File: config.mk
export PLATFORM = sky130hd
export DESIGN_NAME = poly_byte_decoder_flat
export DESIGN_NICKNAME = d
export VERILOG_FILES = /design/src/rtl/poly_byte_decoder_if.sv /design/src/rtl/poly_byte_decoder.sv /design/src/flat_wrapper.sv
export SDC_FILE = /design/constraint.sdc
export NUM_CORES = 1
export LEC_CHECK = 0
export BUFFER_PORTS_ARGS = -buffer_cell sky130_fd_sc_hd__buf_2
export CAP_MARGIN = 20
export CORE_MARGIN = 2
export CORE_UTILIZATION = 55
export CTS_BUF_LIST = sky130_fd_sc_hd__clkbuf_4
export CTS_CLUSTER_DIAMETER = 60
export DETAILED_ROUTE_END_ITERATION = 10
export PLACE_DENSITY = 0.73
export SLEW_MARGIN = 15
export SYNTH_ARGS = -nofsm -noshare
export SYNTH_HDL_FRONTEND = slang
export SYNTH_SLANG_ARGS = --single-unit
File: constraint.sdc
create_clock -name clk -period 12.5 [get_ports clk]
set_input_delay 2.5 -clock clk [delete_from_list [all_inputs] [get_ports clk]]
set_output_delay 2.5 -clock clk [all_outputs]
set_load 0.02 [all_outputs]
File: src/rtl/poly_byte_decoder_if.sv
// Byte-stream input and coefficient-RAM write port of poly_byte_decoder.
// Both are grouped here so the decoder and its neighbours share one bundle.
interface poly_byte_decoder_if #(
  parameter int AW = 10
);
  logic          s_valid;
  logic [7:0]    s_data;
  logic          s_ready;
  logic          ram_wen;
  logic [AW-1:0] ram_waddr;
  logic [95:0]   ram_wdata;

  modport master (
    output s_valid, s_data,
    input  s_ready, ram_wen, ram_waddr, ram_wdata
  );

  modport slave (
    input  s_valid, s_data,
    output s_ready, ram_wen, ram_waddr, ram_wdata
  );
endinterface

File: src/rtl/poly_byte_decoder.sv
// Kyber ByteDecode/Decompress: byte stream in, 8 x 12-bit coefficient words out to RAM.
// Optional macro BYTE_DECODER_ABORT_EN adds an abort input that drops any running job.
module poly_byte_decoder #(
  parameter int Q    = 3329,
  parameter int AW   = 10,
  parameter int MAXW = 64
) (
  input  logic          clk,
  input  logic          rst_n,
  input  logic          start,
  input  logic [3:0]    d_sel,
  input  logic [AW-1:0] base_addr,
  input  logic [6:0]    num_words,
`ifdef BYTE_DECODER_ABORT_EN
  input  logic          abort,
`endif
  poly_byte_decoder_if.slave bus,
  output logic          busy,
  output logic          done,
  output logic          range_err
);

  typedef enum logic [1:0] {IDLE, RECV, WRITE, FIN} state_t;

  state_t        state_reg;
  logic [3:0]    d_reg;
  logic [AW-1:0] base_reg;
  logic [6:0]    num_reg;
  logic [6:0]    word_cnt_reg;
  logic [3:0]    byte_cnt_reg;
  logic [95:0]   acc_reg;

  logic          s_ready_reg;
  logic          busy_reg;
  logic          done_reg;
  logic          range_err_reg;
  logic          ram_wen_reg;
  logic [AW-1:0] ram_waddr_reg;
  logic [95:0]   ram_wdata_reg;

  logic [95:0]   acc_next;
  logic [95:0]   word_dec;
  logic [7:0]    coef_err;
  logic          start_ok;
  logic          last_byte;

  // Decoding works on the accumulator including the byte being accepted now,
  // so the decoded word can be registered straight into the WRITE cycle.
  assign acc_next  = acc_reg | (96'(bus.s_data) << {byte_cnt_reg, 3'b000});
  assign last_byte = (byte_cnt_reg == d_reg - 4'd1);

  assign start_ok = start && (num_words != 7'd0) && (num_words <= 7'(MAXW)) &&
                    ((d_sel == 4'd1) || (d_sel == 4'd4) ||
                     (d_sel == 4'd10) || (d_sel == 4'd12));

  function automatic logic [11:0] decompress(input logic [9:0] x, input int unsigned d);
    logic [23:0] p;
    p = 24'(x) * 24'(Q) + (24'd1 << (d - 1));
    return 12'(p >> d);
  endfunction

  generate
    for (genvar gi = 0; gi < 8; gi++) begin : g_coef
      logic [11:0] coef;
      logic [11:0] raw12;

      assign raw12 = acc_next[12*gi +: 12];

      always_comb begin
        coef = raw12;
        case (d_reg)
          4'd1:    coef = decompress(10'(acc_next[gi]), 1);
          4'd4:    coef = decompress(10'(acc_next[4*gi +: 4]), 4);
          4'd10:   coef = decompress(acc_next[10*gi +: 10], 10);
          default: coef = raw12;
        endcase
      end

      assign word_dec[12*gi +: 12] = coef;
      assign coef_err[gi] = (d_reg == 4'd12) && (raw12 >= 12'(Q));
    end
  endgenerate

`ifdef BYTE_DECODER_ABORT_EN
  logic abort_hit;
  assign abort_hit = abort && (state_reg != IDLE);
`endif

  always_ff @(posedge clk or negedge rst_n) begin
    if (!rst_n) begin
      state_reg     <= IDLE;
      d_reg         <= 4'd0;
      base_reg      <= '0;
      num_reg       <= 7'd0;
      word_cnt_reg  <= 7'd0;
      byte_cnt_reg  <= 4'd0;
      acc_reg       <= 96'd0;
      s_ready_reg   <= 1'b0;
      busy_reg      <= 1'b0;
      done_reg      <= 1'b0;
      range_err_reg <= 1'b0;
      ram_wen_reg   <= 1'b0;
      ram_waddr_reg <= '0;
      ram_wdata_reg <= 96'd0;
    end else begin
      done_reg      <= 1'b0;
      ram_wen_reg   <= 1'b0;
      ram_waddr_reg <= '0;
      ram_wdata_reg <= 96'd0;
`ifdef BYTE_DECODER_ABORT_EN
      if (abort_hit) begin
        state_reg    <= IDLE;
        s_ready_reg  <= 1'b0;
        busy_reg     <= 1'b0;
        acc_reg      <= 96'd0;
        byte_cnt_reg <= 4'd0;
        word_cnt_reg <= 7'd0;
      end else
`endif
      begin
        case (state_reg)
          IDLE: begin
            if (start_ok) begin
              d_reg         <= d_sel;
              base_reg      <= base_addr;
              num_reg       <= num_words;
              word_cnt_reg  <= 7'd0;
              byte_cnt_reg  <= 4'd0;
              acc_reg       <= 96'd0;
              range_err_reg <= 1'b0;
              s_ready_reg   <= 1'b1;
              busy_reg      <= 1'b1;
              state_reg     <= RECV;
            end
          end
          RECV: begin
            if (bus.s_valid) begin
              if (last_byte) begin
                state_reg     <= WRITE;
                s_ready_reg   <= 1'b0;
                ram_wen_reg   <= 1'b1;
                ram_waddr_reg <= base_reg + AW'(word_cnt_reg);
                ram_wdata_reg <= word_dec;
                acc_reg       <= 96'd0;
                byte_cnt_reg  <= 4'd0;
                if (|coef_err) range_err_reg <= 1'b1;
              end else begin
                acc_reg      <= acc_next;
                byte_cnt_reg <= byte_cnt_reg + 4'd1;
              end
            end
          end
          WRITE: begin
            word_cnt_reg <= word_cnt_reg + 7'd1;
            if (word_cnt_reg == num_reg - 7'd1) begin
              state_reg <= FIN;
              busy_reg  <= 1'b0;
              done_reg  <= 1'b1;
            end else begin
              state_reg   <= RECV;
              s_ready_reg <= 1'b1;
            end
          end
          default: begin
            state_reg <= IDLE;
          end
        endcase
      end
    end
  end

  assign bus.s_ready = s_ready_reg;
  assign busy        = busy_reg;
  assign done        = done_reg;
  assign range_err   = range_err_reg;

`ifdef BYTE_DECODER_ABORT_EN
  // A word registered for WRITE is suppressed if abort lands in that same cycle.
  assign bus.ram_wen   = ram_wen_reg & ~abort_hit;
  assign bus.ram_waddr = abort_hit ? '0 : ram_waddr_reg;
  assign bus.ram_wdata = abort_hit ? 96'd0 : ram_wdata_reg;
`else
  assign bus.ram_wen   = ram_wen_reg;
  assign bus.ram_waddr = ram_waddr_reg;
  assign bus.ram_wdata = ram_wdata_reg;
`endif

endmodule
File: src/flat_wrapper.sv
// flat-port wrapper written by rule: the top's interface ports become plain ports
module poly_byte_decoder_flat 
#(
  parameter int Q    = 3329,
  parameter int AW   = 10,
  parameter int MAXW = 64
)
  (clk, rst_n, start, d_sel, base_addr, num_words, busy, done, range_err, bus_s_valid, bus_s_data, bus_s_ready, bus_ram_wen, bus_ram_waddr, bus_ram_wdata);
  poly_byte_decoder_if #(.AW(AW)) bus_i ();
  input  logic clk;
  input  logic rst_n;
  input  logic start;
  input  logic [3:0] d_sel;
  input  logic [AW-1:0] base_addr;
  input  logic [6:0] num_words;
  output logic busy;
  output logic done;
  output logic range_err;
  input wire logic [$bits(bus_i.s_valid)-1:0] bus_s_valid;
  input wire logic [$bits(bus_i.s_data)-1:0] bus_s_data;
  output wire logic [$bits(bus_i.s_ready)-1:0] bus_s_ready;
  output wire logic [$bits(bus_i.ram_wen)-1:0] bus_ram_wen;
  output wire logic [$bits(bus_i.ram_waddr)-1:0] bus_ram_waddr;
  output wire logic [$bits(bus_i.ram_wdata)-1:0] bus_ram_wdata;
  assign bus_i.s_valid = bus_s_valid;
  assign bus_i.s_data = bus_s_data;
  assign bus_s_ready = bus_i.s_ready;
  assign bus_ram_wen = bus_i.ram_wen;
  assign bus_ram_waddr = bus_i.ram_waddr;
  assign bus_ram_wdata = bus_i.ram_wdata;
  poly_byte_decoder #(.Q(Q), .AW(AW), .MAXW(MAXW)) u_core (.clk(clk), .rst_n(rst_n), .start(start), .d_sel(d_sel), .base_addr(base_addr), .num_words(num_words), .bus(bus_i), .busy(busy), .done(done), .range_err(range_err));
endmodule
==> qor.yml, run 1 <==
root_buffer: "clkbuf_4"
cp.depth: 16
power_density_nw_per_um2: 167
row_count: 74
finalNonFillerCells: 3040
ys_types: 75
start_util_pct: 55.9
wirelength_mm: 65.5
drtIter0Drc: 1660
place_inst: 2920
crit_buf_inv: 2
arrival_ns: 7.35
antenna_found_initial: 3
r2r_slack_ns: 6.11
grt_pass1_vias: 19000
synth_seq_area_share_pct: 26.4
yosys_warnings: 0
whs_path_depth: 1
cpPeakStageDelay_ns: 0.65
maxClockFrequency_mhz: 148
dr_total_vias: 18600
coreArea_um2: 40900
slew-limit-headroom_pct: 24.0
outcome: "finished, final reports clean"
cts_resized: 0
final_core_util_pct: 60.5
crit_chain: "buf_2 > a21oi_1 > inv_1 > ha_1 > ha_1 > ha_1 > fa_1 > ha_1 > ha_1 > a21oi_1 > nor2b_1 > o21a_1 > a21oi_1 > or4b_1 > and3_1 > a211oi_1"
post_cts_buffers: 0
crit_family: "adder cells"
syn_inst: 2325
cts_hold_buf: 0
worstPathRequired_ns: 13.08
worstPathMaxFanout: 15
clock_skew_ns: 0.106
portBuffers: 143
cts_max_level: 3
crit_top_cell: "ha_1"
fin_crit_sh_pct: 54.1
path_class: "in2reg"
die_h_um: 208
leakage_nw: 14.5
dieArea_um2: 43200
cts_tree: "built"
worst_r2r_path_depth: 17
final_cell_mix: "ha_1, dfrtp_1, a21oi_1"
cts_num_sinks: 241
place_area_um2: 23900
drc: 0
drive_gt1_share_pct: 14.2
fin_setup_tns_ns: 0
clkLatencyLatePin_ns: 0.81
dp.final_hpwl_mm: 48.6
viasPerCell: 6.13
finalHoldViolCount: 0
multi_input_area_um2: 15600
clk_pin_slew_ns: 0.05
numCtsBuffers: 74
fin_nets: 3106
synth_edf_count: 0
drtAntennaViolNets: 0
total_power_mw: 4.14
die_w_um: 208
setup_viol: 0
ys_ff_latch: 241
crit_slowest_cell: "a211oi_1"
regArea_um2: 6030
grt_max_degree: 100
grt-ovfl-total: 0
gp_congestion: 0.915
yosys.area.top_type: "ha_1"
netlist_area_um2: 22900
drt-pass1-iter-count: 6
ir_drop_mv: 0.137
ioPinCount: 144
rsz0062_at_grt: "false"
max_cap_violations: 0
final_area_um2: 24800
worstMarginPinSlew_ns: 1.14
ys_top_cells_by_area: "ha_1, dfrtp_1, fa_1"
endpoint_kind: "register"
syn_avg_cell_area_um2: 9.84
hold_class: "reg2reg"
gr-usage-all-layers_pct: 30.1
area_growth_pct: 8.28
synthesis.nets: 2967
fillers: 3538
final.min_clock_period_ns: 6.77
wl_per_cell_um: 21.6
netlist.area_leader.share_pct: 29.7
slew_viol_final: 0
cts_buffer_depth: 3
final_common_cell: "ha_1"
grt_pass1_wl_mm: 103
async_reset_ff_share_pct: 100
synth-main-ff-cell: "dfrtp_1"
critPathLaunchType: "input pin"
## power by group
group | switching [mW] | internal [mW]
Sequential | 0.0934 | 0.849
Clock | 0.374 | 0.414
Combinational | 1.52 | 0.891
Total | 1.99 | 2.15
## worst register-to-register path: stages (launching register included)
cell	delay [ns]
dfrtp_1	0.92
nor2b_1	0.46
and2_1	0.40
a21oi_1	0.19
inv_1	0.31
ha_1	0.31
ha_1	0.30
ha_1	0.32
fa_1	0.51
ha_1	0.32
ha_1	0.34
a21oi_1	0.08
nor2b_1	0.15
o21a_1	0.15
a21oi_1	0.08
or4b_1	0.49
and3_1	0.26
a211oi_1	0.65
## kinds of logic (layout without fill, tap and decap cells)
family	Yosys count	after routing	share of synthesized area, %
buffers and inverters	285	466	5.48
other	0	2	0
XOR/XNOR	133	133	5.09
flip-flops	241	241	26.4
multiplexers	29	29	1.37
AND/OR/NAND/NOR	453	453	9.44
AO/OA/AOI/OAI	575	575	16.8
adder cells (fa/ha/maj)	609	609	35.5
## worst paths after layout
| check | from | end |
|---|---|---|
| max | bus_s_data[1] | u_core.bus.ram_wdata[33]$_DFF_PN0_ |
| min | u_core.acc_reg[34]$_DFFE_PN0P_ | u_core.acc_reg[34]$_DFFE_PN0P_ |
| max reg2reg | u_core.byte_cnt_reg[0]$_DFFE_PN0P_ | u_core.bus.ram_wdata[33]$_DFF_PN0_ |
| min reg2reg | u_core.acc_reg[34]$_DFFE_PN0P_ | u_core.acc_reg[34]$_DFFE_PN0P_ |
| max in group asynchronous | rst_n | u_core.acc_reg[76]$_DFFE_PN0P_ |
| min in group asynchronous | rst_n | u_core.acc_reg[81]$_DFFE_PN0P_ |
## stage by stage
stage / setup WS (ns) / hold WS, ns
6_report: 5.73 / 0.479
5_1_grt: 5.50 / 0.490
4_1_cts: 6.00 / 0.483
3_5_place_dp: 5.20 / 0.475
3_3_place_gp: 5.21 / 0.469
2_1_floorplan: 6.14 / 0.455
## routing by layer
metal	track usage, %	vias to the layer above	share of wire [%]
met4	13.0	0	3.7
met2	48.6	835	46
met3	7.43	171	9.5
li1	-	8634	-
met1	38.6	9009	41
met5	0	-	0
## cells in the mapped netlist, types with 10 or more instances
master	count
or3_1	10
dfrtp_1	241
and3_1	20
nor3_1	34
a21o_1	41
a21oi_2	51
a221oi_1	41
mux2_2	19
o21ai_0	58
o22ai_1	19
nand2b_1	14
ha_1	543
a211oi_1	33
xnor2_1	74
a31oi_1	24
xor2_1	59
inv_1	190
buf_4	11
fa_1	66
a21oi_1	193
nor2_1	136
nor2b_1	13
o21a_1	23
clkbuf_1	50
a222oi_1	14
nand3_1	14
mux2i_1	10
a22oi_1	21
nand2_1	154
buf_2	23
## area by class of cell
class / instances / area share (%)
antenna: 2 / 0.0202
tap: 532 / 2.69
timing repair buffer: 158 / 3.38
inverter: 190 / 2.88
sequential: 241 / 24.3
clock buffer: 95 / 2.88
clock inverter: 23 / 0.722
multi-input combinational: 1799 / 63.1
Power figures use the tool's default switching activity.
==> run 2: changes to the inputs <==
Clock period 12.5 ns to 6.9 ns, I/O delays scaled along.
==> qor.yml, run 2 (same netlist as run 1, synthesis figures left out) <==
outcome: "finished, final reports clean"
cts_tree: "built"
die_w_um: 208
root_buffer: "clkbuf_4"
drtAntennaViolNets: 0
dieArea_um2: 43200
grt_pass1_vias: 19300
numCtsBuffers: 71
portBuffers: 143
fin_crit_sh_pct: 88.0
cts_buffer_depth: 3
total_power_mw: 7.39
drtIter0Drc: 1510
dr_total_vias: 18800
wl_per_cell_um: 21.6
worstPathMaxFanout: 22
post_cts_buffers: 0
fillers: 3509
slew-limit-headroom_pct: 22.7
cts_resized: 0
final.min_clock_period_ns: 6.07
drc: 0
pre_cts_ws_ns: 0.756
maxClockFrequency_mhz: 165
fin_setup_tns_ns: 0
hold_ws_ns: 0.494
area_growth_pct: 8.51
worstReg2RegStart: "u_core.byte_cnt_reg[0]$_DFFE_PN0P_"
min_to: "u_core.acc_reg[94]$_DFFE_PN0P_"
viasPerCell: 6.17
power_density_nw_per_um2: 298
ioPinCount: 144
r2r_slack_ns: 0.83
setup_viol: 0
cts_max_level: 3
row_count: 74
drive_gt1_share_pct: 14.6
slew_viol_final: 0
start_util_pct: 55.9
worstMarginPinSlew_ns: 1.16
cts_num_sinks: 241
rsz0062_at_grt: "false"
endpoint_kind: "register"
path_class: "reg2reg"
grt_max_degree: 153
dp.final_hpwl_mm: 48.9
gr-usage-all-layers_pct: 30.5
final_cell_mix: "ha_1, dfrtp_1, a21oi_1"
clkLatencyLatePin_ns: 0.80
wirelength_mm: 65.8
ir_drop_mv: 0.214
clk_pin_slew_ns: 0.07
grt_pass1_wl_mm: 105
max_cap_violations: 0
die_h_um: 208
place_inst: 2934
critPathLaunchType: "register"
grt-ovfl-total: 0
r2r_end: "u_core.bus.ram_wdata[33]$_DFF_PN0_"
final_common_cell: "ha_1"
finalHoldViolCount: 0
hold_class: "reg2reg"
arrival_ns: 6.68
worst_r2r_path_depth: 17
drt-pass1-iter-count: 6
min-delay-start: "u_core.acc_reg[94]$_DFFE_PN0P_"
antenna_found_initial: 4
clock_skew_ns: 0.0514
finalNonFillerCells: 3052
fin_ws_ns: 0.831
fin_nets: 3117
gp_congestion: 0.895
leakage_nw: 14.5
coreArea_um2: 40900
worstPathRequired_ns: 7.51
whs_path_depth: 1
cts_hold_buf: 0
[run 2: per-stage QoR]
stage | instance area (µm²) | util [%]
after global routing | 24800 | 60.6
after global placement | 24000 | 58.6
after CTS | 24800 | 60.6
after floorplan | 22900 | -
final | 24800 | 60.6
after detailed placement | 24000 | 58.6
[run 2: final cells by class]
type | instances | area (µm²) | area share, %
multi-input cells | 1799 | 15600 | 62.9
flip-flops and latches | 241 | 6030 | 24.3
diodes | 1 | 2.50 | 0.0101
well taps | 532 | 666 | 2.68
clock buffers | 94 | 706 | 2.84
repair buffers | 172 | 956 | 3.85
clock inverters | 23 | 124 | 0.499
inverters | 190 | 713 | 2.87
[run 2: layer usage]
metal / vias to the layer above / wire, µm / track usage, %
li1: 8658 / - / -
met1: 9203 / 27600 / 39.7
met2: 804 / 30800 / 50.0
met3: 159 / 5100 / 5.66
met4: 4 / 2300 / 12.7
met5: - / 26 / 0
[run 2: how the worst max path moves through the flow]
stage | start | end | slack, ns | cells past startpoint
after global routing | u_core.byte_cnt_reg[1]$_DFFE_PN0P_ | u_core.bus.ram_wdata[57]$_DFF_PN0_ | 0.51 | 15
after global placement | bus_s_data[1] | u_core.bus.ram_wdata[22]$_DFF_PN0_ | 0.80 | 17
after floorplan | bus_s_data[1] | u_core.bus.ram_wdata[33]$_DFF_PN0_ | 1.66 | 16
after CTS | u_core.byte_cnt_reg[0]$_DFFE_PN0P_ | u_core.bus.ram_wdata[33]$_DFF_PN0_ | 1.03 | 17
after detailed placement | bus_s_data[1] | u_core.bus.ram_wdata[22]$_DFF_PN0_ | 0.76 | 17
final | u_core.byte_cnt_reg[0]$_DFFE_PN0P_ | u_core.bus.ram_wdata[33]$_DFF_PN0_ | 0.83 | 17
[run 2: worst max-delay path: stages, from the launching register on]
cell	delay, ns
dfrtp_1	0.89
nor2b_1	0.39
and2_1	0.38
a21oi_1	0.19
inv_1	0.30
ha_1	0.31
ha_1	0.30
ha_1	0.33
fa_1	0.50
ha_1	0.31
ha_1	0.34
a21oi_1	0.08
nor2b_1	0.15
o21a_1	0.14
a21oi_1	0.08
or4b_1	0.46
and3_1	0.23
a211oi_1	0.50
[run 2: power breakdown]
| group | switching (mW) | internal (mW) | leakage (nW) |
|---|---|---|---|
| clock | 0.668 | 0.668 | 0.493 |
| combinational | 2.73 | 1.63 | 10.7 |
| sequential | 0.159 | 1.54 | 3.31 |
| total | 3.55 | 3.83 | 14.5 |
